`config.mk`:
```
export PLATFORM = sky130hd
export DESIGN_NAME = id_ex_pipe_reg
export DESIGN_NICKNAME = d
export VERILOG_FILES = /design/src/rtl/id_ex_pipe_reg_pkg.sv /design/src/rtl/id_ex_pipe_reg_hazard_detect.sv /design/src/rtl/id_ex_pipe_reg.sv
export SDC_FILE = /design/constraint.sdc
export NUM_CORES = 1
export LEC_CHECK = 0
export ABC_AREA = 1
export ABC_CLOCK_PERIOD_IN_PS = 2000
export BUFFER_PORTS_ARGS = -buffer_cell sky130_fd_sc_hd__buf_2
export CAP_MARGIN = 0
export CORE_AREA = 2 2 114 116
export DETAILED_ROUTE_END_ITERATION = 6
export DIE_AREA = 0 0 116 118
export PLACE_DENSITY = 0.78
export SYNTH_ARGS = -nofsm -noshare
export SYNTH_HDL_FRONTEND = slang
export SYNTH_HIERARCHICAL = 1
export SYNTH_SLANG_ARGS = --single-unit
```
`constraint.sdc`:
```
create_clock -name clk -period 2 [get_ports clk]
set_input_delay 0.2 -clock clk [delete_from_list [all_inputs] [get_ports clk]]
set_output_delay 0.2 -clock clk [all_outputs]
set_load 0.01 [all_outputs]
```
`src/rtl/id_ex_pipe_reg_pkg.sv`:
```
// Shared definitions for the ID/EX pipeline register: ALU op encodings,
// control-bundle layout and a simulation-safe control sanitiser.
package id_ex_pipe_reg_pkg;

  // Default datapath and register-specifier widths for the MIPS core
  localparam int DEFAULT_DATA_W = 32;
  localparam int DEFAULT_REG_AW = 5;
  localparam int IMM_W          = 16;

  // ALU op encodings produced by the main control unit
  localparam logic [1:0] ALU_OP_MEM   = 2'b00;
  localparam logic [1:0] ALU_OP_BR    = 2'b01;
  localparam logic [1:0] ALU_OP_RTYPE = 2'b10;
  localparam logic [1:0] ALU_OP_IMM   = 2'b11;

  // Control bundle width and bit positions inside the flat bundle
  localparam int CTRL_W          = 9;
  localparam int CTRL_REG_DST    = 8;
  localparam int CTRL_BRANCH     = 7;
  localparam int CTRL_MEM_READ   = 6;
  localparam int CTRL_MEM_TO_REG = 5;
  localparam int CTRL_ALU_OP_HI  = 4;
  localparam int CTRL_ALU_OP_LO  = 3;
  localparam int CTRL_MEM_WRITE  = 2;
  localparam int CTRL_ALU_SRC    = 1;
  localparam int CTRL_REG_WRITE  = 0;

  // Structured view of the same bundle; field order matches the bit indices
  typedef struct packed {
    logic       reg_dst;
    logic       branch;
    logic       mem_read;
    logic       mem_to_reg;
    logic [1:0] alu_op;
    logic       mem_write;
    logic       alu_src;
    logic       reg_write;
  } ctrl_t;

  // The control unit leaves don't-care bits as X for stores and branches.
  // A case-equality guard turns any X/Z bit into 0 in simulation so that no
  // unknown ever reaches EX; synthesis sees a plain pass-through.
  function automatic logic [CTRL_W-1:0] sanitize_ctrl(input logic [CTRL_W-1:0] raw);
    logic [CTRL_W-1:0] clean;
    clean = '0;
    for (int i = 0; i < CTRL_W; i++) begin
      clean[i] = (raw[i] === 1'b1);
    end
    return clean;
  endfunction

endpackage

```
`src/rtl/id_ex_pipe_reg_hazard_detect.sv`:
```
// Load-use hazard detector: flags when the instruction in decode needs a
// register that the load currently in EX has not yet fetched from memory.
module hazard_detect
  import id_ex_pipe_reg_pkg::*;
#(
  parameter int REG_AW = DEFAULT_REG_AW
) (
  input  logic              ex_valid,
  input  logic              ex_mem_read,
  input  logic [REG_AW-1:0] ex_rt,
  input  logic [REG_AW-1:0] id_rs,
  input  logic [REG_AW-1:0] id_rt,
  input  logic              id_alu_src,
  input  logic              id_mem_write,
  output logic              haz
);

  logic w_load_in_ex;
  logic w_rs_match;
  logic w_rt_match;
  logic w_rt_consumed;

  // A real load in EX writing a non-zero register; $0 never carries a dependency
  assign w_load_in_ex = ex_valid & ex_mem_read & (ex_rt != '0);

  // rs is always read as an ALU operand
  assign w_rs_match = (ex_rt == id_rs);

  // rt matters when it feeds the ALU (no immediate) or is the store data
  assign w_rt_match    = (ex_rt == id_rt);
  assign w_rt_consumed = ~id_alu_src | id_mem_write;

  // Combine into the single-cycle hazard flag
  assign haz = w_load_in_ex & (w_rs_match | (w_rt_match & w_rt_consumed));

endmodule

```
`src/rtl/id_ex_pipe_reg.sv`:
```
// ID/EX pipeline register: carries the decode bundle into EX one cycle later,
// inserting bubbles for flushes, load-use hazards and empty decode slots.
module id_ex_pipe_reg
  import id_ex_pipe_reg_pkg::*;
#(
  parameter int DATA_W = DEFAULT_DATA_W,
  parameter int REG_AW = DEFAULT_REG_AW
) (
  input  logic              clk,
  input  logic              rst,
  input  logic              id_valid,
  input  logic              id_reg_dst,
  input  logic              id_branch,
  input  logic              id_mem_read,
  input  logic              id_mem_to_reg,
  input  logic [1:0]        id_alu_op,
  input  logic              id_mem_write,
  input  logic              id_alu_src,
  input  logic              id_reg_write,
  input  logic [DATA_W-1:0] id_pc_plus4,
  input  logic [DATA_W-1:0] id_rs_data,
  input  logic [DATA_W-1:0] id_rt_data,
  input  logic [15:0]       id_imm,
  input  logic [REG_AW-1:0] id_rs,
  input  logic [REG_AW-1:0] id_rt,
  input  logic [REG_AW-1:0] id_rd,
  input  logic              hold,
  input  logic              flush,
  output logic              ex_valid,
  output logic              ex_reg_dst,
  output logic              ex_branch,
  output logic              ex_mem_read,
  output logic              ex_mem_to_reg,
  output logic [1:0]        ex_alu_op,
  output logic              ex_mem_write,
  output logic              ex_alu_src,
  output logic              ex_reg_write,
  output logic [DATA_W-1:0] ex_pc_plus4,
  output logic [DATA_W-1:0] ex_rs_data,
  output logic [DATA_W-1:0] ex_rt_data,
  output logic [DATA_W-1:0] ex_imm,
  output logic [REG_AW-1:0] ex_rs,
  output logic [REG_AW-1:0] ex_rt,
  output logic [REG_AW-1:0] ex_rd,
  output logic              stall_if_id
);

  // Pipeline state
  logic              r_valid;
  ctrl_t             r_ctrl;
  logic [DATA_W-1:0] r_pc_plus4;
  logic [DATA_W-1:0] r_rs_data;
  logic [DATA_W-1:0] r_rt_data;
  logic [DATA_W-1:0] r_imm;
  logic [REG_AW-1:0] r_rs;
  logic [REG_AW-1:0] r_rt;
  logic [REG_AW-1:0] r_rd;

  // Decode-side combinational values
  logic [CTRL_W-1:0] w_id_ctrl_raw;
  ctrl_t             w_id_ctrl;
  logic [DATA_W-1:0] w_imm_ext;
  logic              w_haz;
  logic              w_bubble;

  // Flatten the control-unit outputs into the bundle layout
  assign w_id_ctrl_raw[CTRL_REG_DST]    = id_reg_dst;
  assign w_id_ctrl_raw[CTRL_BRANCH]     = id_branch;
  assign w_id_ctrl_raw[CTRL_MEM_READ]   = id_mem_read;
  assign w_id_ctrl_raw[CTRL_MEM_TO_REG] = id_mem_to_reg;
  assign w_id_ctrl_raw[CTRL_ALU_OP_HI]  = id_alu_op[1];
  assign w_id_ctrl_raw[CTRL_ALU_OP_LO]  = id_alu_op[0];
  assign w_id_ctrl_raw[CTRL_MEM_WRITE]  = id_mem_write;
  assign w_id_ctrl_raw[CTRL_ALU_SRC]    = id_alu_src;
  assign w_id_ctrl_raw[CTRL_REG_WRITE]  = id_reg_write;

  // Strip X/Z don't-cares before they can be captured
  assign w_id_ctrl = ctrl_t'(sanitize_ctrl(w_id_ctrl_raw));

  // Sign-extend the 16-bit immediate to the datapath width
  assign w_imm_ext = {{(DATA_W-16){id_imm[15]}}, id_imm};

  // Load-use hazard against the instruction currently held in EX
  hazard_detect #(
    .REG_AW (REG_AW)
  ) u_hazard_detect (
    .ex_valid     (r_valid),
    .ex_mem_read  (r_ctrl.mem_read),
    .ex_rt        (r_rt),
    .id_rs        (id_rs),
    .id_rt        (id_rt),
    .id_alu_src   (id_alu_src),
    .id_mem_write (id_mem_write),
    .haz          (w_haz)
  );

  // A bubble goes into EX when the decode slot is empty or must wait on a load
  assign w_bubble = w_haz | ~id_valid;

  // Freeze IF/ID only for a real decode instruction that survives this edge;
  // a taken branch kills the slot, so there is nothing to wait for
  assign stall_if_id = w_haz & id_valid & ~flush & ~rst;

  // Valid and control bits: reset, freeze, kill, bubble or load, in that order
  always_ff @(posedge clk) begin
    if (rst) begin
      r_valid <= 1'b0;
      r_ctrl  <= '0;
    end else if (hold) begin
      r_valid <= r_valid;
      r_ctrl  <= r_ctrl;
    end else if (flush) begin
      r_valid <= 1'b0;
      r_ctrl  <= '0;
    end else if (w_bubble) begin
      r_valid <= 1'b0;
      r_ctrl  <= '0;
    end else begin
      r_valid <= 1'b1;
      r_ctrl  <= w_id_ctrl;
    end
  end

  // Data and specifiers follow decode on every unfrozen edge; in a bubble they
  // are harmless because every side-effecting control bit is cleared
  always_ff @(posedge clk) begin
    if (rst) begin
      r_pc_plus4 <= '0;
      r_rs_data  <= '0;
      r_rt_data  <= '0;
      r_imm      <= '0;
      r_rs       <= '0;
      r_rt       <= '0;
      r_rd       <= '0;
    end else if (!hold) begin
      r_pc_plus4 <= id_pc_plus4;
      r_rs_data  <= id_rs_data;
      r_rt_data  <= id_rt_data;
      r_imm      <= w_imm_ext;
      r_rs       <= id_rs;
      r_rt       <= id_rt;
      r_rd       <= id_rd;
    end
  end

  // Present the registered bundle to EX
  assign ex_valid      = r_valid;
  assign ex_reg_dst    = r_ctrl.reg_dst;
  assign ex_branch     = r_ctrl.branch;
  assign ex_mem_read   = r_ctrl.mem_read;
  assign ex_mem_to_reg = r_ctrl.mem_to_reg;
  assign ex_alu_op     = r_ctrl.alu_op;
  assign ex_mem_write  = r_ctrl.mem_write;
  assign ex_alu_src    = r_ctrl.alu_src;
  assign ex_reg_write  = r_ctrl.reg_write;
  assign ex_pc_plus4   = r_pc_plus4;
  assign ex_rs_data    = r_rs_data;
  assign ex_rt_data    = r_rt_data;
  assign ex_imm        = r_imm;
  assign ex_rs         = r_rs;
  assign ex_rt         = r_rt;
  assign ex_rd         = r_rd;

endmodule
```
# Word-level counts from Yosys, hierarchy flattened
# Index checks and enable logic that the tools add are counted.
# classes
muxes,4
eq_ne,11
reduce_logical,1
bitwise_logic,14
# ops
operator,n
2-to-1 mux 9 bit,2
== test 5 bit,2
"case equality test 1 bit, second input constant",9
bitwise AND 1 bit,7
nonzero test 5 bit,1
NOT 1 bit,4
OR 1 bit,3
2-to-1 mux 1 bit,2
# word_totals
elab_cells,46
reg_bits,137
inputBits,141

# Depth between registers and ports, before layout
# depth
depth_word,8
ltp_mapped,9

# Hierarchy
# Netlist, hierarchy kept.
# by_module_without_submodules
module,seq_area_each_um2,cells_each,instances,area_per_inst_um2
id_ex_pipe_reg,2742.6,614,1,4932.2
hazard_detect,0.0,51,1,212.7

# Worst setup path after synthesis
# No wires, ideal clock.
# synth_path
path_type,reg2out
start,register r_rt[2] (netlist: ex_rt[2])
end,output port stall_if_id
stages_incl_launch_ff,9
slack_ps,554
n_path_buf,0
arrival_time_ps,1246
cell_sequence,dfxtp_1 -> inv_1 -> nand2_1 -> nand2_1 -> nor2_1 -> nand3_1 -> a21oi_2 -> nand2_1 -> nor3_1
# synth_via
elab_chain_len,7
# synth_rtl
item,line_no,text
"start, declared",id_ex_pipe_reg.sv:56,logic [REG_AW-1:0] r_rt;
"start signal, assigned",id_ex_pipe_reg.sv:141,r_rt <= id_rt;
== test 5 bit,id_ex_pipe_reg_hazard_detect.sv:30,assign w_rt_match = (ex_rt == id_rt);
bitwise AND 1 bit,id_ex_pipe_reg_hazard_detect.sv:34,assign haz = w_load_in_ex & (w_rs_match | (w_rt_match & w_rt_consumed));
OR 1 bit,id_ex_pipe_reg_hazard_detect.sv:34,
bitwise AND 1 bit (*),id_ex_pipe_reg_hazard_detect.sv:34,
named net w_haz,id_ex_pipe_reg.sv:63,logic w_haz;
bitwise AND 1 bit (*) (3 in a row),id_ex_pipe_reg.sv:102,assign stall_if_id = w_haz & id_valid & ~flush & ~rst;
"end, declared",id_ex_pipe_reg.sv:45,output logic stall_if_id
# Mark *: on every way through the listed nets, which the timed path passes. The rest lies on a longest branch.

# Final worst setup path
# layout_path
start,register r_rt[3] (netlist: ex_rt[3])
end,output port stall_if_id
# Same word-level chain as after synthesis.

==> flow_metrics.env <==
export IMPL_status="completed"
export IMPL_hp_class="in -> reg"
export IMPL_finClkSkew_ns=0.00550
export IMPL_p_leak_nw=3.56
export IMPL_hpwl_mm=10.0
export IMPL_post_drt_wl_per_cell_um=12.8
export IMPL_start_kind="register"
export IMPL_post_route_min_period_ns=1.87
export IMPL_drc=0
export IMPL_slowest_stage="dfxtp_4"
export IMPL_ys_ff_latch=137
export IMPL_cts_buffers=17
export IMPL_slew_viol_final=0
export IMPL_gr_total_overflow=0
export IMPL_area_delta_synth_final_pct=38.6
export IMPL_totalWireLength_mm=14.2
export IMPL_ir_worst_vdd_mv=0.526
export IMPL_synth_nets=806
export IMPL_avgViaCountPerCell=4.56
export IMPL_cp_common_cell="nand2_1"
export IMPL_fin_nets=1067
export IMPL_critPathKind="reg -> out"
export IMPL_fmax_mhz=534
export IMPL_timing_final_crit_share_pct=93.6
export IMPL_timing_critical_path_from="ex_rt[3]$_SDFFE_PP0N_"
export IMPL_yosysWarnings=6
export IMPL_dr_pass1_iters=5
export IMPL_finalHoldViolations=0
export IMPL_power_per_cell_area_nw_per_um2=949
export IMPL_die_y_um=118
export IMPL_relSlewSlack_pct=64.6
export IMPL_cts_htree_levels=4
export IMPL_ios=295
export IMPL_die_area_um2=13700
export IMPL_grt_pass1_vias=4635
export IMPL_io_buffers=294
export IMPL_num_rows=41
export IMPL_cts_sinks=137
export IMPL_timing_max_cap_violations=0
export IMPL_setup_tns_ns=0
export IMPL_setup_viol=0
export IMPL_cp_max_fo=5
export IMPL_setup_worst_path_end_class="output pin"
export IMPL_worst_path_buf_inv=2
export IMPL_tightestPinTransition_ns=0.530
export IMPL_dp_cells=1078
export IMPL_routabilityCongestion=0.773
export IMPL_core_area_um2=12400
export IMPL_clk_pin_slew_ns=0.06
export IMPL_vias=5067
export IMPL_drive_gt1_share_pct=36.7
export IMPL_grt_usage_pct=20.3
export IMPL_grt_pass1_wl_mm=22.0
export IMPL_cts_max_path_buffers=2
export IMPL_fin_cells=1110
export IMPL_critPathMaxStageDelay_ns=0.36
export IMPL_worst_ep_required_time_ns=1.80
export IMPL_antenna_found_initial=0
export IMPL_n_fill_cell=1222
export IMPL_detail_route_iter0_violations=223
export IMPL_ant_nets=0
export IMPL_synth_cell_types=18
export IMPL_insertion_delay_ns=0.41
export IMPL_cts_tree="done"
export IMPL_syn_instance_count=665
export IMPL_syn_cell_area_um2=5140
export IMPL_grt_max_degree=65
export IMPL_path_cells="inv_1 -> nand2_1 -> nand2_1 -> nor2_1 -> nand3_1 -> a21oi_2 -> nand2_1 -> nor3_2 -> buf_2"
export IMPL_cp_top_family="simple AND/OR/NAND/NOR gates"
export IMPL_cts_root_buf="clkbuf_16"
export IMPL_r2r_start="ex_rt[4]$_SDFFE_PP0N_"
export IMPL_start_util_pct=41.4
export IMPL_n_antenna_cell=0
export IMPL_syn_area_per_cell_um2=7.74
export IMPL_worstHoldStart="id_pc_plus4[27]"
export IMPL_critPathArrivalTime_ns=1.67
export IMPL_synth_seq_area_share_pct=53.3
export IMPL_fp_dieW_um=116
synthesized netlist by cell type:
master	n	area (um2)
inv_2	2	7.51
inv_1	12	45.0
a21oi_1	137	686
clkbuf_1	10	37.5
nor2_2	2	12.5
nand3_1	13	65.1
nor3_1	2	10.0
xor2_1	1	8.76
a21oi_2	1	8.76
buf_4	20	150
clkinv_2	1	5.00
buf_6	16	180
buf_1	3	11.3
nand2_1	290	1090
dfxtp_1	137	2740
xnor2_1	1	8.76
nor2_1	6	22.5
buf_2	11	55.1
cell type report:
cell class | count | area, um2 | area share [%]
inverters | 15 | 58.8 | 0.825
repair buffers | 302 | 1600 | 22.4
well taps | 172 | 215 | 3.02
clock buffers | 25 | 495 | 6.95
multi-input cells | 453 | 1920 | 26.9
clock inverters | 6 | 88.8 | 1.25
flip-flops and latches | 137 | 2760 | 38.6
logic make-up after synthesis:
group,synth area share [%]
compound gates,13.5
xor+xnor,0.341
buf+inv,9.56
flops,53.3
simple gates,23.3
power breakdown:
| part | internal (mW) | total [mW] | switching (mW) |
|---|---|---|---|
| logic | 0.328 | 0.757 | 0.429 |
| registers | 2.88 | 2.95 | 0.0749 |
| clock network | 1.96 | 3.06 | 1.10 |
timing repair:
item                       in CTS  in global routing
setup endpoints to repair       0                  1
hold buffers                    0                  0
buffers inserted                0                  1
gates resized for setup         0                 12
tightest hold or removal path, stage by stage:
cell and delay, ns:
buf_2 0.09, nand2_1 0.05, a21oi_1 0.05
per-stage QoR:
step                power [mW]  instance area, um2  hold WS [ns]  util, %  setup slack [ns]
global placement          3.76                6520         0.441     52.5             0.485
finish                    6.77                7130        0.0310     57.4             0.127
detailed placement        3.77                6520         0.447     52.5             0.440
global route              7.06                7130        0.0191     57.4          -0.00561
CTS                       6.85                7100       0.00688     57.2           0.00929
floorplan                 3.44                5140         0.343        -             0.554
layer usage:
| layer | track usage, % | wire (um) |
|---|---|---|
| met1 | 22.5 | 5770 |
| met2 | 34.2 | 6850 |
| met3 | 8.60 | 1390 |
| met4 | 7.59 | 188 |
| met5 | 0 | 0 |
layout by cell type, fill, tap and decap left out:
cell type   Yosys  routed
xor2_1          1       1
nor3_2          0       1
clkbuf_1       10       4
clkinv_4        0       1
nor2_1          6       5
buf_12          0       5
inv_1          12      10
xnor2_1         1       1
inv_4           0       1
nand2_1       290     290
a21oi_2         1       1
clkbuf_16       0      17
nor2_2          2       3
dfxtp_1       137     132
buf_2          11     292
clkinv_2        1       1
clkbuf_8        0       4
inv_2           2       4
buf_4          20       5
dfxtp_2         0       2
clkinvlp_4      0       2
a21oi_1       137     137
nand3_1        13      13
dfxtp_4         0       3
nor3_1          2       1
bufinv_16       0       2
worst paths after layout:
| check | end | slack [ns] | cells past startpoint |
|---|---|---|---|
| setup reg to reg | ex_reg_dst$_SDFFE_PP0N_ | 0.35 | 8 |
| setup / recovery | stall_if_id | 0.13 | 9 |
| hold reg to reg | ex_pc_plus4[12]$_SDFFE_PP0N_ | 0.45 | 2 |
| hold / removal | ex_pc_plus4[27]$_SDFFE_PP0N_ | 0.03 | 3 |
No activity file was read; power rests on OpenSTA's default activity.
